[src/rtl/vga_pkg.sv]
// Shared definitions for the VGA pixel pipeline: pattern mode encodings,
// default geometry and the bounce-step helper used by the box mover.
package vga_pkg;

    typedef enum logic [2:0] {
        MODE_SOLID   = 3'b000,
        MODE_VBARS   = 3'b001,
        MODE_HBARS   = 3'b010,
        MODE_CHECKER = 3'b011,
        MODE_SCROLL  = 3'b100,
        MODE_BOX     = 3'b101,
        MODE_BORDER  = 3'b110,
        MODE_OFF     = 3'b111
    } mode_e;

    localparam int H_VIS_DEF = 640;
    localparam int V_VIS_DEF = 480;
    localparam int BOX_DEF   = 32;

    localparam logic [9:0] BOX_X0 = 10'd304;
    localparam logic [9:0] BOX_Y0 = 10'd224;

    // One axis of box motion; returns {dir, pos}. Reversal and the first
    // step away from the wall happen in the same tick.
    function automatic logic [10:0] bounce_step(input logic [9:0] pos,
                                                input logic       dir,
                                                input logic [9:0] lim);
        logic [10:0] res;
        if (dir && (pos == lim)) begin
            res = {1'b0, pos - 10'd1};
        end else if (!dir && (pos == 10'd0)) begin
            res = {1'b1, 10'd1};
        end else if (dir) begin
            res = {1'b1, pos + 10'd1};
        end else begin
            res = {1'b0, pos - 10'd1};
        end
        return res;
    endfunction

endpackage

[src/rtl/vga_box_mover.sv]
// Bouncing-box position state; advances one pixel per axis on each step pulse
// and reverses direction at the visible-area walls.
module vga_box_mover
    import vga_pkg::*;
#(
    parameter int H_VIS = H_VIS_DEF,
    parameter int V_VIS = V_VIS_DEF,
    parameter int BOX   = BOX_DEF
) (
    input  logic       clk,
    input  logic       reset,
    input  logic       step,
    output logic [9:0] bx,
    output logic [9:0] by
);

    localparam logic [9:0] BX_MAX = 10'(H_VIS - BOX);
    localparam logic [9:0] BY_MAX = 10'(V_VIS - BOX);

    logic [9:0] bx_r, by_r;
    logic       dx_r, dy_r;
    logic [9:0] bx_nxt_s, by_nxt_s;
    logic       dx_nxt_s, dy_nxt_s;

    // Next position/direction for both axes
    always_comb begin
        bx_nxt_s = bx_r;
        by_nxt_s = by_r;
        dx_nxt_s = dx_r;
        dy_nxt_s = dy_r;
        if (step) begin
            {dx_nxt_s, bx_nxt_s} = bounce_step(bx_r, dx_r, BX_MAX);
            {dy_nxt_s, by_nxt_s} = bounce_step(by_r, dy_r, BY_MAX);
        end else begin
            bx_nxt_s = bx_r;
            by_nxt_s = by_r;
        end
    end

    // Box state register
    always_ff @(posedge clk) begin
        if (!reset) begin
            bx_r <= BOX_X0;
            by_r <= BOX_Y0;
            dx_r <= 1'b1;
            dy_r <= 1'b1;
        end else begin
            bx_r <= bx_nxt_s;
            by_r <= by_nxt_s;
            dx_r <= dx_nxt_s;
            dy_r <= dy_nxt_s;
        end
    end

    assign bx = bx_r;
    assign by = by_r;

endmodule

[src/rtl/vga_pattern_gen.sv]
// Test-pattern pixel stage behind vga_sync: two-stage pipeline producing a
// registered rgb with hsync/vsync delayed to match; settings latch per frame.
module vga_pattern_gen
    import vga_pkg::*;
#(
    parameter int H_VIS = H_VIS_DEF,
    parameter int V_VIS = V_VIS_DEF,
    parameter int BOX   = BOX_DEF
) (
    input  logic       clk,
    input  logic       reset,
    input  logic       p_tick,
    input  logic       video_on,
    input  logic [9:0] pixel_x,
    input  logic [9:0] pixel_y,
    input  logic       hsync_in,
    input  logic       vsync_in,
    input  logic [2:0] sw,
    input  logic [2:0] fg,
    output logic       hsync,
    output logic       vsync,
    output logic [2:0] rgb,
    output logic       frame_tick
);

    localparam logic [9:0]  X_LAST  = 10'(H_VIS - 1);
    localparam logic [9:0]  Y_LAST  = 10'(V_VIS - 1);
    localparam logic [9:0]  Y_BLANK = 10'(V_VIS);
    localparam logic [10:0] BOX_W   = 11'(BOX);

    logic [9:0] x1_r, y1_r;
    logic       von1_r, hs1_r, vs1_r;
    logic [2:0] rgb_r;
    logic       hs2_r, vs2_r, frame_tick_r;
    mode_e      mode_r;
    logic [2:0] fg_r;
    logic [5:0] frame_cnt_r;
    logic       tick_s, box_step_s, in_box_s;
    logic [9:0] bx_s, by_s;
    logic [2:0] rgb_s;

    // Start of vertical blank; latching and box motion share this edge.
    assign tick_s     = p_tick && (pixel_x == 10'd0) && (pixel_y == Y_BLANK);
    assign box_step_s = tick_s && (mode_r == MODE_BOX);

    vga_box_mover #(
        .H_VIS (H_VIS),
        .V_VIS (V_VIS),
        .BOX   (BOX)
    ) u_box (
        .clk   (clk),
        .reset (reset),
        .step  (box_step_s),
        .bx    (bx_s),
        .by    (by_s)
    );

    // Stage 1: capture coordinates and sync inputs every clk
    always_ff @(posedge clk) begin
        if (!reset) begin
            x1_r   <= 10'd0;
            y1_r   <= 10'd0;
            von1_r <= 1'b0;
            hs1_r  <= 1'b0;
            vs1_r  <= 1'b0;
        end else begin
            x1_r   <= pixel_x;
            y1_r   <= pixel_y;
            von1_r <= video_on;
            hs1_r  <= hsync_in;
            vs1_r  <= vsync_in;
        end
    end

    // Per-frame settings, changed only at the frame tick
    always_ff @(posedge clk) begin
        if (!reset) begin
            mode_r      <= MODE_SOLID;
            fg_r        <= 3'b000;
            frame_cnt_r <= 6'd0;
        end else if (tick_s) begin
            mode_r      <= mode_e'(sw);
            fg_r        <= fg;
            frame_cnt_r <= frame_cnt_r + 6'd1;
        end else begin
            mode_r      <= mode_r;
            fg_r        <= fg_r;
            frame_cnt_r <= frame_cnt_r;
        end
    end

    // 11-bit compare so bx+BOX cannot wrap
    assign in_box_s = ({1'b0, x1_r} >= {1'b0, bx_s}) &&
                      ({1'b0, x1_r} <  ({1'b0, bx_s} + BOX_W)) &&
                      ({1'b0, y1_r} >= {1'b0, by_s}) &&
                      ({1'b0, y1_r} <  ({1'b0, by_s} + BOX_W));

    // Pattern mux with blanking override
    always_comb begin
        rgb_s = 3'b000;
        if (von1_r) begin
            case (mode_r)
                MODE_SOLID:   rgb_s = fg_r;
                MODE_VBARS:   rgb_s = x1_r[8:6];
                MODE_HBARS:   rgb_s = y1_r[8:6];
                MODE_CHECKER: rgb_s = (x1_r[5] ^ y1_r[5]) ? fg_r : ~fg_r;
                MODE_SCROLL:  rgb_s = x1_r[8:6] + frame_cnt_r[5:3];
                MODE_BOX:     rgb_s = in_box_s ? fg_r : 3'b000;
                MODE_BORDER:  rgb_s = ((x1_r == 10'd0) || (x1_r == X_LAST) ||
                                       (y1_r == 10'd0) || (y1_r == Y_LAST)) ? 3'b111 : 3'b000;
                MODE_OFF:     rgb_s = 3'b000;
                default:      rgb_s = 3'b000;
            endcase
        end else begin
            rgb_s = 3'b000;
        end
    end

    // Stage 2: registered colour, aligned syncs and the frame tick pulse
    always_ff @(posedge clk) begin
        if (!reset) begin
            rgb_r        <= 3'b000;
            hs2_r        <= 1'b0;
            vs2_r        <= 1'b0;
            frame_tick_r <= 1'b0;
        end else begin
            rgb_r        <= rgb_s;
            hs2_r        <= hs1_r;
            vs2_r        <= vs1_r;
            frame_tick_r <= tick_s;
        end
    end

    assign rgb        = rgb_r;
    assign hsync      = hs2_r;
    assign vsync      = vs2_r;
    assign frame_tick = frame_tick_r;

endmodule

[config.mk]
export PLATFORM = sky130hd
export DESIGN_NAME = vga_pattern_gen
export DESIGN_NICKNAME = d
export VERILOG_FILES = /design/src/rtl/vga_pkg.sv /design/src/rtl/vga_box_mover.sv /design/src/rtl/vga_pattern_gen.sv
export SDC_FILE = /design/constraint.sdc
export NUM_CORES = 1
export LEC_CHECK = 0
export ABC_AREA = 0
export CELL_PAD_IN_SITES_DETAIL_PLACEMENT = 0
export CELL_PAD_IN_SITES_GLOBAL_PLACEMENT = 1
export CORE_MARGIN = 10
export CORE_UTILIZATION = 47
export CTS_BUF_LIST = sky130_fd_sc_hd__clkbuf_8 sky130_fd_sc_hd__clkbuf_16
export CTS_CLUSTER_DIAMETER = 80
export DETAILED_ROUTE_END_ITERATION = 8
export PLACE_DENSITY_LB_ADDON = 0.1
export SYNTH_ARGS = -nofsm -noshare
export SYNTH_HDL_FRONTEND = slang
export SYNTH_SLANG_ARGS = --single-unit
[constraint.sdc]
create_clock -name clk -period 4.56 [get_ports clk]
set_input_delay 0.912 -clock clk [delete_from_list [all_inputs] [get_ports clk]]
set_output_delay 0.912 -clock clk [all_outputs]
set_load 0.05 [all_outputs]
**Word level (Yosys, flattened, before mapping)**

Cells that the tools add are included.

- Add/sub/neg operators: 8
- Bitwise gates (word level): 2
- Equality and inequality tests: 12
- Reduce and logical (&&, ||, !) cells: 22
- Muxes and demuxes: 10
- Magnitude comparators: 4

Operators with widths:

| cell | count |
|---|---|
| 2-to-1 mux 11 bit | 6 |
| zero test 10 bit | 5 |
| equality test 10 x 9 -> 1 bit, second input constant | 3 |
| case mux 3 bit (8 select lines) | 1 |
| adder 10 x 6 -> 11 bit, second input constant | 2 |
| less-than comparator 10 x 11 -> 1 bit | 2 |
| adder 10 x 1 -> 10 bit, second input constant | 2 |
| equality test 10 bit, second input constant | 2 |
| >= comparator 10 bit | 2 |
| subtractor 10 x 1 -> 10 bit, second input constant | 2 |
| equality test 3 bit, second input constant | 4 |
| logical AND 1 bit | 10 |
| 2-to-1 mux 3 bit | 3 |
| adder 6 x 1 -> 6 bit, second input constant | 1 |
| equality test 3 x 2 -> 1 bit, second input constant | 2 |
| adder 3 bit | 1 |
| equality test 3 x 1 -> 1 bit, second input constant | 1 |
| zero test 3 bit | 1 |
| logical OR 1 bit | 3 |
| NOT 3 bit | 1 |
| zero test 1 bit | 2 |
| AND reduction 2 bit | 1 |
| bitwise XOR 1 bit | 1 |

- Word-level logic and storage cells: 74
- Output and inout port bits: 6
- Register bits: 63

**Longest topological paths before layout**

Gate-level depths: netlist of the first run.

- Depth in word-level cells: 7
- Depth in mapped cells: 11

**By module**

Synthesis of the first run repeated with hierarchy kept, for this count alone.

- Cell total of the unflattened synthesis: 494
- Area total of the unflattened synthesis: 4171.5 um^2

Modules (own cells, without submodules):

| module | times used | area an instance (um^2) | cells an instance |
|---|---|---|---|
| vga_pattern_gen | 1 | 2547.4 | 284 |
| vga_box_mover | 1 | 1624.1 | 210 |

**Worst setup path after synthesis of the first run**

OpenSTA, ideal clock, no wires.

- Path type: in2reg
- Start: in pixel_y[9]
- End: reg u_box.bx_r[6] (netlist: u_box.bx[6])
- Library setup time: 0.071 ns
- Cell stages on the path: 6
- Required time: 4.489 ns
- Slack: 1.737 ns
- Arrival: 2.752 ns
- Path buffers: 1
- Cell sequence: nand4b_1 -> or4_4 -> or4_1 -> buf_2 -> or4_1 -> a21oi_1

- Cells in the longest elaborated chain, start to end: 3

Ends and longest elaborated chain:

| item | RTL line | source |
|---|---|---|
| start: declaration | vga_pattern_gen.sv:15 | `input logic [9:0] pixel_y,` |
| equality test 10 x 9 -> 1 bit | vga_pattern_gen.sv:43 | `assign tick_s = p_tick && (pixel_x == 10'd0) && (pixel_y == Y_BLANK);` |
| logical AND 1 bit | vga_pattern_gen.sv:43 |  |
| logical AND 1 bit | vga_pattern_gen.sv:44 | `assign box_step_s = tick_s && (mode_r == MODE_BOX);` |
| end signal: assignment | vga_box_mover.sv:48 | `bx_r <= bx_nxt_s;` |
| end: declaration | vga_box_mover.sv:20 | `logic [9:0] bx_r, by_r;` |

No other way between the ends.
A chain may end at the register's enable or synchronous reset.

**Final worst setup path of the first run**

- Start: in pixel_y[8]
- End: reg u_box.bx_r[6] (netlist: u_box.bx[6])

Same word-level chain as after synthesis.

==> summary.txt, run 1 <==
Status
  • Outcome: completed

Drt
  • Via count: 3735
  • DR iter-0 viols: 255
  • Drt total wl: 10.61 mm
  • Number of iterations in the first detailed-routing pass: 4
  • DRT met1 WL: 4.919 mm
  • Routed Antenna Nets: 0
  • Top layer in use: met4
  • WL met3: 455 um
  • WL met2: 5.126 mm
  • Drt drc: 0
  • Routed wire per std cell: 16.49 um
  • Vias per inst: 5.809

Setup path
  • Worst EP required: 4810 ps
  • WP data arrival: 3560 ps
  • Worst Path Max Fanout: 15
  • Startpoint Class: primary input
  • Most frequent CP cell: or4_1
  • Crit-path cells: clkdlybuf4s50_1, nor4bb_1, nand2_1, or4_1, or4_1, a21oi_1
  • CP max stage cell: or4_1
  • CP Capture Type: flop
  • Max stage delay on crit path: 760 ps
  • Crit path kind: primary input to flop

Clock network
  • Post-CTS Resized: 0
  • Sink Count: 63
  • Clock slew at reported path FFs: 70 ps
  • CTS Hold Bufs: 0
  • CTS max path bufs: 2
  • Post-CTS Setup Repair Bufs: 0
  • Clk Latency, worst-skew pair: 340 ps
  • H-tree depth: 3
  • CTS tree: built
  • Clock root cell: clkbuf_8
  • Total CTS buffers: 9

STA
  • FMAX: 302.1 MHz
  • Hold Vio Cnt, Final: 0
  • Slew Viols, Final: 0
  • Final Skew: 12.37 ps
  • Worst-margin pin slew: 886.2 ps
  • RSZ-0062 raised after global routing: false
  • Worst slew margin: 0.4055
  • Fin crit period: 3310 ps
  • Tcrit/Tclk final: 0.7259
  • Setup TNS: 0 ps
  • Final setup vio count: 0

Global routing
  • Initial antenna violation count: 0
  • Total gr overflow: 0
  • Largest net degree at the start of global routing: 28
  • Tot GR Track Use: 0.1654
  • Vias in the first global route: 3524
  • First-pass GRT wire length: 17.41 mm

Floorplan
  • IO Pins: 38
  • Core ar.: 8636 um2
  • Die span in x: 113.6 um
  • Die area: 12890 um2
  • Die Ht: 113.6 um
  • Starting density of the core: 0.4764
  • Site Rows: 34

Pwr
  • NetSw: 0.2922 mW
  • Max IR drop VDD: 0.0001655 V
  • Cell internal pwr: 0.9965 mW
  • Pwr/cell area: 267.5 nW/um2
  • Leakage power: 1.880 nW
  • Sw Share: 0.2267
  • Gate power share: 0.073
  • Final Power: 1.289 mW
  • Sequential Power Share: 0.447
  • Clock Power Share: 0.480

Placed design
  • Post-DP HPWL: 8.117 mm
  • GP Congestion: 0.8518
  • PortBufs: 37

Min path
  • Min-delay worst type: flop to flop

Synth
  • Synth cell count leaders: dfxtp_1 (63), nor2_1 (43), ha_1 (40)
  • Distinct cells, synth: 58
  • Count leader, synth: dfxtp_1
  • Syn_nets: 576
  • Post-synth top area cell: dfxtp_1
  • Gate Count Post-Synth: 503
  • Ys Warns: 0
  • Yosys top cell area share: 0.3066
  • Post-synthesis sequential area ratio: 0.3066
  • Area contributors post-synth: dfxtp_1 (31%), ha_1 (12%), and2_1 (4.1%)
  • Avg Inst Size Synth: 8.179 um2
  • Seq cells post-synth: 63
  • Mapped Area: 4114 um2
  • Most used DFF post-synth: dfxtp_1
  • Post-synth ARST share: 0
  • Post-synth EDFFs: 0

Final layout
  • Layout Nets: 603
  • Layout cells sized above 1: 0.05047
  • Final Util: 0.5580
  • Ant diodes: 0
  • Synth-to-Final Area Change: 17.12%

Job
  • Max-cap violations: 0
critical path: cells and delay by family:
kind                   cells  cell delay [ps]
AO/OA/AOI/OAI              1              120
AND/OR/NAND/NOR            4             2050
buffers and inverters      1              470
cell type report:
type / instances / area [um2]
Fill cell: 806 / 3817
Clock inverter: 6 / 116.4
Multi-Input combinational cell: 386 / 2659
Timing Repair Buffer: 41 / 400.4
Tap cell: 108 / 135.1
Inverter: 29 / 108.9
Sequential cell: 63 / 1261
Clock buffer: 10 / 137.6
stage by stage:
stage / instances / hold WS (ps) / setup WS [ps] / area (um2)
2_1_floorplan: 503 / 411.9 / 1737 / 4114
3_3_place_gp: 627 / 414.1 / 904.5 / 4564
3_5_place_dp: 627 / 421.6 / 886.3 / 4564
4_1_cts: 643 / 439.6 / 1249 / 4818
5_1_grt: 643 / 453.4 / 1099 / 4818
6_report: 643 / 435.3 / 1250 / 4818
layer usage:
layer  track usage  vias to the layer above
li1              -                     1888
met1        0.2077                     1759
met2        0.2753                       77
met3       0.03780                       11
met4       0.04907                        0
met5             0                        -
state kept, by name (all words and copies together) (netlist names):
| register | cells |
|---|---|
| u_box.dx_r | 1 |
| mode_r | 3 |
| fg_r | 3 |
| y1_r | 10 |
| x1_r | 10 |
| von1_r | 1 |
| vs1_r | 1 |
| frame_tick | 1 |
| hs1_r | 1 |
| u_box.bx | 10 |
| u_box.by | 10 |
| frame_cnt_r | 6 |
| hsync | 1 |
| vsync | 1 |
| rgb | 3 |
| u_box.dy_r | 1 |
cell families (layout without fill, tap and decap cells):
kind of cell	count (synthesis)	after routing	share of synthesized area
xor+xnor	22	22	0.04684
simple gates	195	195	0.2619
mux	10	10	0.02433
flops	63	63	0.3066
fa+ha+maj	41	41	0.1265
compound gates	118	118	0.1840
buf+inv	54	86	0.04988
power groups by stage:
stage	sequential [mW]	clock [mW]	combinational [mW]
floorplan	0.585	0	0.0488
global route	0.576	0.662	0.107
CTS	0.575	0.634	0.0949
detailed placement	0.588	0	0.0945
finish	0.575	0.619	0.0942
global placement	0.588	0	0.0916
final timing paths:
path                            startpoint                  endpoint  slack, ps  cells past startpoint
setup / recovery                pixel_y[8]  u_box.bx[6]$_SDFFE_PN0P_       1250                      6
hold / removal            vs1_r$_SDFF_PN0_          vsync$_SDFF_PN0_        440                      1
setup reg to reg  u_box.by[5]$_SDFFE_PN1P_         rgb[0]$_SDFF_PN0_       1670                     10
hold reg to reg           vs1_r$_SDFF_PN0_          vsync$_SDFF_PN0_        440                      1
layout by cell type (no fill, tap or decap), types with 4 or more instances in the layout:
| cell type | n |
|---|---|
| dfxtp_1 | 63 |
| nor2_1 | 43 |
| ha_1 | 40 |
| clkdlybuf4s50_1 | 37 |
| a21oi_1 | 33 |
| inv_1 | 28 |
| o21ai_0 | 28 |
| and2_1 | 27 |
| nand2_1 | 26 |
| nand3_1 | 14 |
| nand4_1 | 14 |
| xnor2_1 | 13 |
| mux2i_1 | 10 |
| clkbuf_8 | 10 |
| nor4_1 | 9 |
| xor2_1 | 9 |
| a211oi_1 | 9 |
| or4_1 | 9 |
| and3_1 | 8 |
| nor3_1 | 8 |
| a21o_1 | 6 |
| or3_1 | 6 |
| nand2b_1 | 5 |
| nor2b_1 | 5 |
| a31oi_1 | 5 |
| a41oi_1 | 4 |
| and4_1 | 4 |
| buf_4 | 4 |
(Power assumes the default switching activity.)
==> inputs of run 2 (changes only) <==
- CORE_UTILIZATION: 47 -> 39
- clock period: 4.56 -> 3 ns (I/O delays scaled with it)
==> run 2 against run 1 <==
  * Sequential share of layout area fell by 0.38 points
  * Worst hold slack better by 1.9 ps
  * Sequential cell count unchanged
  * Combinational power rose by 56%
  * Register-to-register slack worse by 1200 ps
  * Cell count is 6.4% higher
  * Design area up 1.5%
  * Die area grew 17%
  * Worst setup slack lost 980 ps
  * Clock skew about the same
  * Routed wire length rose by 5.6%
==> summary.txt, run 2 (synthesis results as in run 1) <==
Final layout
  • Most common cell after layout, fill and taps aside: dfxtp_1
  • Layout Cells excl Fill: 684 (+6.4%)
  • Layout cells sized above 1: 0.07299 (+0.02253)
  • Ant diodes: 0 (unchanged)
  • Final Util: 0.4735 (-0.08444)
  • Most frequent cells in the layout: dfxtp_1 (63), nor2_1 (43), ha_1 (40), clkdlybuf4s50_1 (37), a21oi_1 (33)
  • Synth-to-Final Area Change: 18.83%
  • Layout Nets: 616 (+2.2%)

Drt
  • Routed wire per std cell: 16.37 um (-0.73%)
  • Vias per inst: 5.595 (-3.7%)
  • DR iter-0 viols: 335 (+31%)
  • Drt drc: 0 (unchanged)
  • Via count: 3827 (+2.5%)
  • Drt total wl: 11.20 mm (+5.6%)
  • Number of iterations in the first detailed-routing pass: 5 (+1)
  • Routed Antenna Nets: 0 (unchanged)

Clock network
  • Sink Count: 63 (unchanged)
  • CTS tree: built
  • Clock root cell: clkbuf_8
  • Total CTS buffers: 9 (unchanged)
  • Clock slew at reported path FFs: 80 ps (about the same)
  • Post-CTS Setup Repair Bufs: 0 (unchanged)
  • CTS Hold Bufs: 0 (unchanged)
  • H-tree depth: 3 (unchanged)
  • Clk Latency, worst-skew pair: 360 ps (+20 ps)
  • Post-CTS Resized: 0 (unchanged)
  • CTS max path bufs: 2 (unchanged)

Global routing
  • Largest net degree at the start of global routing: 27 (-3.6%)
  • Vias in the first global route: 3752 (+6.5%)
  • Total gr overflow: 0 (unchanged)
  • Initial antenna violation count: 0 (unchanged)
  • First-pass GRT wire length: 18.85 mm (+8.3%)
  • Tot GR Track Use: 0.1561 (-0.009299)

Setup path
  • Worst Path Max Fanout: 7 (-8)
  • Most frequent CP cell: or4_1
  • Worst EP required: 3280 ps (-1530 ps)
  • Startpoint Class: primary input
  • WP data arrival: 3020 ps (-540 ps)
  • CP Capture Type: flop
  • CP max stage cell: or4_1
  • Max stage delay on crit path: 670 ps (-90 ps)
  • Crit path kind: primary input to flop
  • CP delay by family, top: simple AND/OR/NAND/NOR gates
  • Worst Path Buf+Inv: 1 (unchanged)
  • Crit-path cells: clkdlybuf4s50_1, nand4b_1, or4_4, or4_1, or4_1, a21oi_1

Floorplan
  • Die span in x: 122.7 um (+8.1%)
  • Die Ht: 122.7 um (+8.1%)
  • IO Pins: 38 (unchanged)
  • Site Rows: 37 (+8.8%)
  • Die area: 15060 um2 (+17%)
  • Starting density of the core: 0.3985 (-0.07789)
  • Core ar.: 10320 um2 (+20%)

Pwr
  • Gate power share: 0.086 (+0.013)
  • Pwr/cell area: 351.2 nW/um2 (+31%)
  • NetSw: 0.4730 mW (+62%)
  • Clock Power Share: 0.406 (-0.074)
  • Cell internal pwr: 1.244 mW (+25%)
  • Max IR drop VDD: 0.0002264 V (+37%)
  • Sequential Power Share: 0.509 (+0.062)
  • Leakage power: 1.902 nW (+1.2%)
  • Sw Share: 0.2755 (+0.04871)

STA
  • Fin Hold WS: 437.2 ps (+1.870 ps)
  • Final setup vio count: 0 (unchanged)
  • RSZ-0062 raised after global routing: false
  • Fin crit period: 2735 ps
  • Hold Vio Cnt, Final: 0 (unchanged)
  • Tcrit/Tclk final: 0.9116
  • Worst-margin pin slew: 612.4 ps (-273.8 ps)
  • Slew Viols, Final: 0 (unchanged)
  • FMAX: 365.7 MHz
  • Setup slack after layout: 265.3 ps (-984.6 ps)
  • Final Skew: 12.78 ps (+0.4146 ps)
  • Worst slew margin: 0.5880 (+0.1824)
  • Setup TNS: 0 ps (unchanged)

Min path
  • Min-delay worst type: flop to flop

Placed design
  • Place WS: -97.56 ps (-983.9 ps)
  • GP Congestion: 0.8340 (-2.1%)
  • # placed instances: 668 (+6.5%)
  • Post-DP HPWL: 8.577 mm (+5.7%)
  • PortBufs: 37 (unchanged)

Status
  • Outcome: completed

Job
  • Max-cap violations: 0 (unchanged)
run 2: changes by cell type in the layout (fill, tap and decap cells not counted), sizes merged:
cell,previous run,this run
clkbuf,10,9
inv,29,31
clkinvlp,0,2
buf,4,17
bufinv,3,0
run 2: worst reg2reg max path, cell delays in order, from the launching register on:
cell	delay [ps]
dfxtp_1	400
inv_1	110
ha_1	240
or4b_1	570
or4_1	620
nand2_1	170
nand4_1	110
a21oi_1	140
o21ai_0	80
run 2: through the flow:
| stage | power [mW] | area, um2 |
|---|---|---|
| detailed placement | 1.041 | 4710 |
| CTS | 1.747 | 4888 |
| global route | 1.799 | 4888 |
| finish | 1.717 | 4888 |
| floorplan | 0.9631 | 4114 |
| global placement | 1.039 | 4710 |
run 2: layout make-up:
| cell class | instances | area (um2) |
|---|---|---|
| Clock buffer | 9 | 123.9 |
| Clock inverter | 7 | 55.05 |
| Fill cell | 1023 | 5435 |
| Inverter | 29 | 108.9 |
| Multi-Input combinational cell | 386 | 2659 |
| Sequential cell | 63 | 1261 |
| Tap cell | 136 | 170.2 |
| Timing Repair Buffer | 54 | 510.5 |
run 2: power by group through the flow:
stage / combinational [mW] / clock, mW / sequential [mW]
3_3_place_gp: 0.146 / 0 / 0.893
3_5_place_dp: 0.149 / 0 / 0.893
5_1_grt: 0.166 / 0.758 / 0.876
4_1_cts: 0.150 / 0.725 / 0.873
2_1_floorplan: 0.0742 / 0 / 0.889
6_report: 0.147 / 0.696 / 0.873
run 2: worst paths after layout:
check                                               from                       end  slack, ps  cells past startpoint
worst max-delay path                          pixel_y[9]  u_box.bx[6]$_SDFFE_PN0P_        270                      6
worst min-delay path                    hs1_r$_SDFF_PN0_          hsync$_SDFF_PN0_        440                      1
worst max register to register  u_box.bx[0]$_SDFFE_PN0P_  u_box.bx[5]$_SDFFE_PN1P_        430                      8
worst min register to register          hs1_r$_SDFF_PN0_          hsync$_SDFF_PN0_        440                      1
run 2: metal layers:
metal,vias to the layer above,GRT usage,routed length (um)
met3,18,0.02755,401
met2,86,0.2530,5309
met5,-,0,0
met4,0,0.07437,269
li1,1923,-,-
met1,1800,0.1965,5218
==> inputs of run 3 (changes only) <==
- CORE_ASPECT_RATIO: not set -> 0.8
- SLEW_MARGIN: not set -> 20
==> run 3 against run 2 <==
  * Cell count rose by 1.0%
  * Worst hold slack got worse by 6.0 ps
  * Clock power rose by 67%
  * Worst setup slack improved by 49 ps
  * Via count fell by 2.6%
  * Routed wire length fell by 2.8%
  * Global-route usage fell by 0.95 points
  * Design area rose by 3.4%
  * Register-to-register slack barely moved
  * Critical path type unchanged
  * Sequential share of layout area fell by 0.86 points
==> summary.txt, run 3 (synthesis results as in run 1) <==
STA
  • Final Skew: 4.730 ps (-8.050 ps)
  • Worst slew margin: 0.5906 (+0.002657)
  • Fin crit period: 2686 ps (-48.72 ps)
  • FMAX: 372.3 MHz (+1.8%)
  • Final setup vio count: 0 (unchanged)
  • Hold Vio Cnt, Final: 0 (unchanged)
  • Worst-margin pin slew: 608.5 ps (-3.949 ps)
  • Setup slack after layout: 314.0 ps (+48.72 ps)
  • Fin Hold WS: 431.2 ps (-5.967 ps)
  • RSZ-0062 raised after global routing: false
  • Tcrit/Tclk final: 0.8953 (-0.01624)
  • Slew Viols, Final: 0 (unchanged)

Setup path
  • R2r setup slk: 420 ps (about the same)
  • Worst Path Max Fanout: 11 (+4)
  • Worst EP required: 3210 ps (-70 ps)
  • WP data arrival: 2900 ps (-120 ps)
  • CP Capture Type: flop
  • Max stage delay on crit path: 620 ps (-50 ps)
  • Startpoint Class: primary input
  • CP max stage cell: or4_1
  • Crit-path cells: clkdlybuf4s50_1, nand4b_1, or4_4, or4_1, buf_4, nand2b_1, o22ai_1, nand2_1
  • CP delay by family, top: simple AND/OR/NAND/NOR gates
  • Worst Path Buf+Inv: 2 (+1)
  • Crit path kind: primary input to flop

Min path
  • Min-delay worst type: flop to flop

Drt
  • Routed Antenna Nets: 0 (unchanged)
  • Drt drc: 0 (unchanged)
  • Vias per inst: 5.397 (-3.5%)
  • Routed wire per std cell: 15.76 um (-3.8%)
  • DR iter-0 viols: 213 (-36%)
  • Number of iterations in the first detailed-routing pass: 4 (-1)
  • Via count: 3729 (-2.6%)
  • Drt total wl: 10.89 mm (-2.8%)

Global routing
  • Total gr overflow: 0 (unchanged)
  • Largest net degree at the start of global routing: 21 (-22%)
  • Initial antenna violation count: 0 (unchanged)
  • Tot GR Track Use: 0.1466 (-0.009505)
  • First-pass GRT wire length: 18.40 mm (-2.4%)
  • Vias in the first global route: 3679 (-1.9%)

Floorplan
  • Site Rows: 33 (-11%)
  • Starting density of the core: 0.4001 (+0.001649)
  • IO Pins: 38 (unchanged)
  • Die Ht: 111.9 um (-8.8%)
  • Core ar.: 10280 um2 (-0.41%)
  • Die area: 15080 um2 (+0.17%)
  • Die span in x: 134.8 um (+9.9%)

Placed design
  • Post-DP HPWL: 8.329 mm (-2.9%)
  • PortBufs: 37 (unchanged)
  • Dpl cell area: 4725 um2 (+0.32%)
  • Place WS: -42.83 ps (+54.72 ps)
  • GP Congestion: 0.8411 (+0.85%)

Clock network
  • CTS Hold Bufs: 0 (unchanged)
  • CTS tree: built
  • Sink Count: 63 (unchanged)
  • Post-CTS Resized: 0 (unchanged)
  • Clk Latency, worst-skew pair: 330 ps (-30 ps)
  • Total CTS buffers: 9 (unchanged)
  • Clock root cell: clkbuf_16
  • Clock slew at reported path FFs: 60 ps (-20 ps)
  • Post-CTS Setup Repair Bufs: 0 (unchanged)
  • H-tree depth: 3 (unchanged)
  • CTS max path bufs: 2 (unchanged)

Final layout
  • Register area: 1261 um2 (unchanged)
  • Layout fillers: 1032 (+0.88%)
  • Synth-to-Final Area Change: 22.90%
  • Layout cells sized above 1: 0.07804 (+0.005047)
  • Layout Nets: 619 (+0.49%)
  • Area of the multi-input gates: 2659 um2 (unchanged)
  • Final Util: 0.4918 (+0.01827)
  • Most frequent cells in the layout: dfxtp_1 (63), nor2_1 (43), ha_1 (40), clkdlybuf4s50_1 (37), a21oi_1 (33)
  • Ant diodes: 0 (unchanged)
  • Post-route cell area: 5056 um2 (+3.4%)
  • Most common cell after layout, fill and taps aside: dfxtp_1

Pwr
  • Max IR drop VDD: 0.0002612 V (+15%)
  • Pwr/cell area: 431.6 nW/um2 (+23%)
  • Leakage power: 1.984 nW (+4.3%)

Status
  • Outcome: completed

Job
  • Max-cap violations: 0 (unchanged)
-- run 3: cell types whose count changed in the layout (fill, tap and decap cells not counted), sizes merged --
cell    change
inv         -2
buf         +3
clkinv      -1
clkbuf      +1
bufinv      +2
-- run 3: metal layers --
| layer | up-vias | routed length, um | global-route usage |
|---|---|---|---|
| li1 | 1915 | - | - |
| met1 | 1738 | 5555 | 0.1977 |
| met2 | 61 | 4815 | 0.2263 |
| met3 | 15 | 376 | 0.03235 |
| met4 | 0 | 141 | 0.04562 |
| met5 | - | 0 | 0 |
-- run 3: worst register-to-register path: cells and delay by family, from the launching register on --
family | cells | cell delay, ps
adder cells (fa/ha/maj) | 2 | 600
buffers and inverters | 1 | 170
XOR/XNOR | 1 | 150
AND/OR/NAND/NOR | 2 | 390
flip-flops | 1 | 490
AO/OA/AOI/OAI | 4 | 700
-- run 3: worst paths after layout --
check | start | to | depth (start not counted)
max | pixel_y[6] | u_box.by[5]$_SDFFE_PN1P_ | 8
min | hs1_r$_SDFF_PN0_ | hsync$_SDFF_PN0_ | 1
max reg2reg | u_box.bx[6]$_SDFFE_PN0P_ | rgb[0]$_SDFF_PN0_ | 10
min reg2reg | hs1_r$_SDFF_PN0_ | hsync$_SDFF_PN0_ | 1
-- run 3: per-stage QoR --
stage,power [mW],setup TNS [ps],cells
2_1_floorplan,0.9631,0,503
3_3_place_gp,1.038,0,675
3_5_place_dp,1.040,-89.21,675
4_1_cts,2.205,0,691
5_1_grt,2.263,0,691
6_report,2.182,0,691
-- run 3: layout make-up --
| type | instances | area share |
|---|---|---|
| inverter | 29 | 0.02153 |
| timing repair buffer | 57 | 0.1029 |
| clock buffer | 10 | 0.04727 |
| clock inverter | 6 | 0.01831 |
| tap | 140 | 0.03464 |
| sequential | 63 | 0.2494 |
| multi-input combinational | 386 | 0.5259 |
-- run 3: where the power goes --
| part | internal [mW] | switching (mW) | total [mW] |
|---|---|---|---|
| Combinational | 0.0828 | 0.0636 | 0.146 |
| Clock | 0.754 | 0.408 | 1.16 |
| Sequential | 0.855 | 0.0196 | 0.874 |
